`config.mk`:
```
export PLATFORM = sky130hd
export DESIGN_NAME = arp_lookup_arbiter
export DESIGN_NICKNAME = d
export VERILOG_FILES = /design/src/rtl/arp_lookup_arbiter.sv
export SDC_FILE = /design/constraint.sdc
export NUM_CORES = 1
export LEC_CHECK = 0
export BUFFER_PORTS_ARGS = -buffer_cell sky130_fd_sc_hd__buf_2
export CORE_AREA = 2 2 156 158
export DETAILED_ROUTE_END_ITERATION = 16
export DIE_AREA = 0 0 158 160
export PLACE_DENSITY_LB_ADDON = 0.1
export SLEW_MARGIN = 20
export SYNTH_ARGS = -nofsm -noshare
export SYNTH_HDL_FRONTEND = slang
export SYNTH_SLANG_ARGS = --single-unit
```
`constraint.sdc`:
```
create_clock -name i_clk -period 3 [get_ports i_clk]
set_input_delay 0.6 -clock i_clk [delete_from_list [all_inputs] [get_ports i_clk]]
set_output_delay 0.6 -clock i_clk [all_outputs]
set_load 0.05 [all_outputs]
```
`src/rtl/arp_lookup_arbiter.sv`:
```
// arp_lookup_arbiter: shares the single-port ARP table between two lookup requesters
//   (port 0 UDP TX, port 1 ICMP TX) and the ARP RX update source, serializing all table ops.
// Latency: lookup ready+seek 1 cycle after the request is seen in IDLE, response 1 cycle after
//   the table answers (or P_TIMEOUT+1 cycles after seek); update written 2 cycles after capture.
// Backpressure: requesters hold valid until a one-cycle ready pulse; no request is accepted while
//   o_busy; the single-entry update buffer overwrites on collision and pulses o_upd_drop.
// Ports: i_req*_*/o_req*_ready lookup handshake, o_rsp_* one-hot response, i_upd_* update input,
//   o_seek_*/o_updata_*/i_active_* table side, o_arp_req_* resolve request to ARP TX.
// Optional feature: define ARP_LOOKUP_ARB_MISS_REQ_EN to raise o_arp_req_valid on a miss or timeout.
module arp_lookup_arbiter #(
  parameter int P_TIMEOUT  = 32,
  parameter int P_UPD_HOLD = 16
) (
  input  logic        i_clk,
  input  logic        i_rst,
  input  logic        i_req0_valid,
  input  logic [31:0] i_req0_ip,
  output logic        o_req0_ready,
  input  logic        i_req1_valid,
  input  logic [31:0] i_req1_ip,
  output logic        o_req1_ready,
  output logic [1:0]  o_rsp_valid,
  output logic [47:0] o_rsp_mac,
  output logic        o_rsp_hit,
  input  logic        i_upd_valid,
  input  logic [31:0] i_upd_ip,
  input  logic [47:0] i_upd_mac,
  output logic        o_upd_drop,
  output logic [31:0] o_seek_ip,
  output logic        o_seek_valid,
  output logic [31:0] o_updata_ip,
  output logic [47:0] o_updata_mac,
  output logic        o_updata_valid,
  input  logic [47:0] i_active_mac,
  input  logic        i_active_valid,
  output logic [31:0] o_arp_req_ip,
  output logic        o_arp_req_valid,
  output logic        o_busy
);

  localparam int TW = $clog2(P_TIMEOUT + 1);
  localparam int HW = $clog2(P_UPD_HOLD + 1);
  localparam logic [47:0] MAC_NONE = 48'hFFFF_FFFF_FFFF;

  typedef enum logic [2:0] {S_IDLE, S_UPD, S_UPD_HOLD, S_SEEK, S_WAIT, S_RESP} state_t;

  state_t        state_q;
  logic          rr_q, port_q;
  logic [31:0]   ip_q;
  logic [TW-1:0] tcnt_q;
  logic [HW-1:0] hcnt_q;
  logic [47:0]   rsp_mac_q;
  logic          rsp_hit_q;
  logic [1:0]    rsp_valid_q;
  logic          ready0_q, ready1_q, seek_valid_q;
  logic          updata_valid_q;
  logic [31:0]   updata_ip_q;
  logic [47:0]   updata_mac_q;

  // single-entry update buffer
  logic          pend_q;
  logic [31:0]   pend_ip_q;
  logic [47:0]   pend_mac_q;
  logic          drop_q;

  logic upd_consume, gnt1, any_req, tmo, act_hit;

  assign upd_consume = (state_q == S_IDLE) && pend_q;
  assign any_req     = i_req0_valid | i_req1_valid;
  // rr_q = 1 favours port 1 when both requesters are valid
  assign gnt1        = i_req1_valid && (!i_req0_valid || rr_q);
  assign tmo         = (tcnt_q == TW'(P_TIMEOUT - 1));
  assign act_hit     = (i_active_mac != MAC_NONE);

  always_ff @(posedge i_clk) begin
    if (i_rst) begin
      pend_q     <= 1'b0;
      pend_ip_q  <= '0;
      pend_mac_q <= '0;
      drop_q     <= 1'b0;
    end else begin
      drop_q <= i_upd_valid && pend_q && !upd_consume;
      // a capture in the consuming cycle wins: the new pair stays pending
      if (i_upd_valid) begin
        pend_q     <= 1'b1;
        pend_ip_q  <= i_upd_ip;
        pend_mac_q <= i_upd_mac;
      end else if (upd_consume) begin
        pend_q <= 1'b0;
      end
    end
  end

  always_ff @(posedge i_clk) begin
    if (i_rst) begin
      state_q        <= S_IDLE;
      rr_q           <= 1'b0;
      port_q         <= 1'b0;
      ip_q           <= '0;
      tcnt_q         <= '0;
      hcnt_q         <= '0;
      rsp_mac_q      <= '0;
      rsp_hit_q      <= 1'b0;
      rsp_valid_q    <= '0;
      ready0_q       <= 1'b0;
      ready1_q       <= 1'b0;
      seek_valid_q   <= 1'b0;
      updata_valid_q <= 1'b0;
      updata_ip_q    <= '0;
      updata_mac_q   <= '0;
    end else begin
      ready0_q       <= 1'b0;
      ready1_q       <= 1'b0;
      seek_valid_q   <= 1'b0;
      updata_valid_q <= 1'b0;
      rsp_valid_q    <= '0;
      case (state_q)
        S_IDLE: begin
          if (pend_q) begin
            updata_valid_q <= 1'b1;
            updata_ip_q    <= pend_ip_q;
            updata_mac_q   <= pend_mac_q;
            state_q        <= S_UPD;
          // an update arriving this cycle will be pending next cycle and outranks lookups
          end else if (!i_upd_valid && any_req) begin
            port_q       <= gnt1;
            ip_q         <= gnt1 ? i_req1_ip : i_req0_ip;
            rr_q         <= ~gnt1;
            ready0_q     <= ~gnt1;
            ready1_q     <= gnt1;
            seek_valid_q <= 1'b1;
            state_q      <= S_SEEK;
          end
        end
        S_UPD: begin
          hcnt_q  <= '0;
          state_q <= S_UPD_HOLD;
        end
        S_UPD_HOLD: begin
          if (hcnt_q == HW'(P_UPD_HOLD - 1)) state_q <= S_IDLE;
          else                               hcnt_q  <= hcnt_q + HW'(1);
        end
        S_SEEK: begin
          tcnt_q  <= '0;
          state_q <= S_WAIT;
        end
        S_WAIT: begin
          if (i_active_valid || tmo) begin
            rsp_mac_q   <= i_active_valid ? i_active_mac : MAC_NONE;
            rsp_hit_q   <= i_active_valid && act_hit;
            rsp_valid_q <= port_q ? 2'b10 : 2'b01;
            state_q     <= S_RESP;
          end else begin
            tcnt_q <= tcnt_q + TW'(1);
          end
        end
        S_RESP:  state_q <= S_IDLE;
        default: state_q <= S_IDLE;
      endcase
    end
  end

  assign o_req0_ready   = ready0_q;
  assign o_req1_ready   = ready1_q;
  assign o_seek_valid   = seek_valid_q;
  assign o_seek_ip      = ip_q;
  assign o_rsp_valid    = rsp_valid_q;
  assign o_rsp_mac      = rsp_mac_q;
  assign o_rsp_hit      = rsp_hit_q;
  assign o_updata_valid = updata_valid_q;
  assign o_updata_ip    = updata_ip_q;
  assign o_updata_mac   = updata_mac_q;
  assign o_upd_drop     = drop_q;
  assign o_busy         = (state_q != S_IDLE);

`ifdef ARP_LOOKUP_ARB_MISS_REQ_EN
  logic arp_req_valid_q;

  // fires on the WAIT exit that produces a miss (all-ones answer or timeout)
  always_ff @(posedge i_clk) begin
    if (i_rst) arp_req_valid_q <= 1'b0;
    else       arp_req_valid_q <= (state_q == S_WAIT) && (i_active_valid || tmo) &&
                                  !(i_active_valid && act_hit);
  end

  assign o_arp_req_valid = arp_req_valid_q;
  assign o_arp_req_ip    = arp_req_valid_q ? ip_q : 32'h0;
`else
  assign o_arp_req_valid = 1'b0;
  assign o_arp_req_ip    = 32'h0;
`endif

endmodule

```
==> flow_summary.yaml <==
run_status:
  outcome: "complete, no violations"
timing:
  rsz0062_at_grt: "false"
  hold_violations: 0
  fmax_mhz: 441.5
  skew_ns: 0.008994
  fin_ws_ns: 0.7349
  finalSetupTns_ns: 0
  period_needed_ns: 2.265
  tightest_slew_ns: 0.7737
  whs_ns: 0.3006
  slew_violations: 0
  setup_viol: 0
  relSlewSlack_pct: 48.42
  finalCritPeriodShare_pct: 75.50
clocking:
  postCtsSetupBuffers: 0
  cts-root-buf: "clkbuf_16"
  clkSinkCount: 265
  clk_path_buf_depth: 3
  clkTransAtPathRegs_ns: 0.06
  htree_levels: 1
  clk_latency_ns: 0.54
  cts_tree: "yes"
  cts-buffers-inserted: 28
  cts_hold_buffers: 0
  cts_resized: 0
worst_setup_path:
  cpLargestDelayFamily: "simple AND/OR/NAND/NOR gates"
  end_kind: "flop"
  rr_endpoint: "hcnt_q[4]"
  reg2reg_from: "hcnt_q[0]"
  critical-path-slowest-cell: "or3b_2"
  path_class: "flop to flop"
  path_cells: "ha_1, and3_1, ha_1, or3b_2, a21oi_1, mux2i_1, nor2_1"
  cp_common_cell: "ha_1"
  max_stage_delay_ns: 0.48
  ff2ff_path_depth: 7
  critPathLaunch: "hcnt_q[0]"
  cp.arrival_ns: 2.66
  cp_num_buf_inv: 0
  critPathMaxFanout: 4
  critPathLaunchType: "flop"
  ff2ff_setup_slack_ns: 0.73
  cp.required_ns: 3.39
yosys:
  syn-cell-area_um2: 10310
  synthCells: 1135
  yosys_warnings: 0
  yosysSeqAreaShare_pct: 51.46
  yosysUniqueCellTypes: 49
  yosys_register_bits: 265
  synth_ff_type: "dfxtp_1"
  async_flop_share_pct: 0
  syn-mean-instance-area_um2: 9.082
  synth_edf_count: 0
route:
  drc_errors: 0
  routed_wl_mm: 26.61
  met3_length_mm: 2.367
  first_iter_violations: 386
  routed_via_density: 4.766
  ant_nets: 0
  topRoutingLayerUsed: "met5"
  wire_per_inst_um: 14.70
  wl_met1_mm: 10.98
  via_count: 8627
  dr.pass1.iters: 4
  met2RoutedLength_mm: 12.68
min_path:
  min_from: "i_upd_mac[47]"
  hold_depth: 3
  hold_path_class: "input pin to flop"
  min_to: "pend_mac_q[47]"
global_route:
  grt_max_degree: 101
  antenna_found_initial: 4
  overflow: 0
  grt_util_all_layers_pct: 19.87
  grt_pass1_wl_mm: 41.04
  grt_pass1_vias: 8093
power:
  ir_worst_vdd_mv: 0.4000
  leakagePower_nw: 6.055
  power.density_nw_per_um2: 649.3
die:
  coreArea_um2: 23820
  ios: 400
  rows: 57
  die_h_um: 160
  die_w_um: 158
  fp.dieArea_um2: 25280
  initial_core_util_pct: 43.28
cells_and_area:
  fillers: 2283
  stdcell_count: 1810
  drive_gt1_share_pct: 32.97
  num-nets-final: 1665
  area.growth.synth_to_final_pct: 28.17
  final_util_pct: 55.47
placed_design:
  dp_cells: 1757
  port_buffers: 366
  post-place-ws_ns: 0.5705
  dp_hpwl_mm: 18.17
  gp_congestion: 0.7650
flow_run:
  maxCapViolations: 0
## layer usage
metal	vias up	GRT usage, %
met4	4	5.037
met3	46	7.028
met5	-	0
met1	3931	23.46
met2	250	34.25
li1	4396	-
## state kept, by name, summed over array words and instances (netlist names), 2 cells and up
name / flops
o_rsp_mac: 48
o_updata_mac: 48
pend_mac_q: 48
o_seek_ip: 32
o_updata_ip: 32
pend_ip_q: 32
tcnt_q: 6
hcnt_q: 5
state_q: 3
o_rsp_valid: 2
## Yosys cell counts (all sizes together) (3+ instances only)
| cell | number | share of area [%] |
|---|---|---|
| mux2i | 116 | 11 |
| inv | 7 | 0.25 |
| dfxtp | 265 | 51 |
| nor3b | 3 | 0.27 |
| a211oi | 35 | 2.5 |
| buf | 64 | 4.2 |
| ha | 3 | 0.36 |
| nor3 | 52 | 5.0 |
| o21ai | 6 | 0.40 |
| nand4 | 15 | 0.91 |
| nor2 | 221 | 8.0 |
| a21oi | 87 | 4.2 |
| nor4 | 3 | 0.18 |
| clkbuf | 51 | 1.9 |
| nand3 | 5 | 0.24 |
| o31ai | 3 | 0.22 |
| nand2 | 166 | 6.0 |
| or3b | 3 | 0.25 |
## worst max-delay path by stage
stage | end | slack [ns] | cells past startpoint
after floorplan | hcnt_q[0] | 0.97 | 7
after global placement | o_rsp_mac[42] | 0.59 | 5
after detailed placement | o_rsp_mac[34] | 0.57 | 5
after CTS | o_rsp_mac[34] | 0.54 | 5
after global routing | hcnt_q[4] | 0.66 | 7
final | hcnt_q[4] | 0.73 | 7
## kinds of logic (layout without fill, tap and decap cells)
family,Yosys count,in the layout,synth area share [%]
other,1,36,0.03638
DFF,265,265,51.46
adders and majority gates,3,3,0.3642
and+or+nand+nor,489,489,22.56
AOI/OAI and AO/OA,138,138,7.877
buffers and inverters,122,438,6.348
muxes,116,116,11.26
xor gates and xnor gates,1,1,0.08498
## layout make-up
cell class	count	area, µm²	area share [%]
sequential	265	5305	40.15
clock inverter	7	90.09	0.6818
antenna	3	7.507	0.05682
multi-input combinational	780	4491	33.99
clock buffer	42	854.6	6.468
inverter	7	26.28	0.1989
timing repair buffer	382	2033	15.39
tap	324	405.4	3.068
## power breakdown
part | switching (mW) | leakage, nW | internal [mW] | total (mW)
Combinational | 0.916 | 3.43 | 0.380 | 1.30
Sequential | 0.0842 | 2.16 | 3.69 | 3.77
Clock | 1.39 | 0.461 | 2.12 | 3.51
Total | 2.39 | 6.06 | 6.19 | 8.58
## through the flow
stage	instance area (µm²)	power, mW
floorplan	10430	4.809
global placement	12230	5.143
detailed placement	12230	5.156
CTS	13180	8.696
global route	13210	8.940
finish	13210	8.579
## placed cells by master, fill, tap and decap left out, types with 9 or more instances in the layout
cell / n
nand4_1: 15
mux2i_1: 116
nor3_2: 49
clkbuf_8: 9
a21oi_1: 87
nor2_1: 221
dfxtp_1: 265
clkbuf_16: 29
buf_4: 12
nand2_1: 165
a211oi_1: 35
conb_1: 33
buf_2: 364
## worst register-to-register path, delay by kind of cell (launching register included)
| kind | cells | cell delay (ns) |
|---|---|---|
| simple gates | 3 | 0.72 |
| mux | 1 | 0.27 |
| flops | 1 | 0.33 |
| fa+ha+maj | 2 | 0.44 |
| compound gates | 1 | 0.36 |
(Power assumes the default switching activity.)
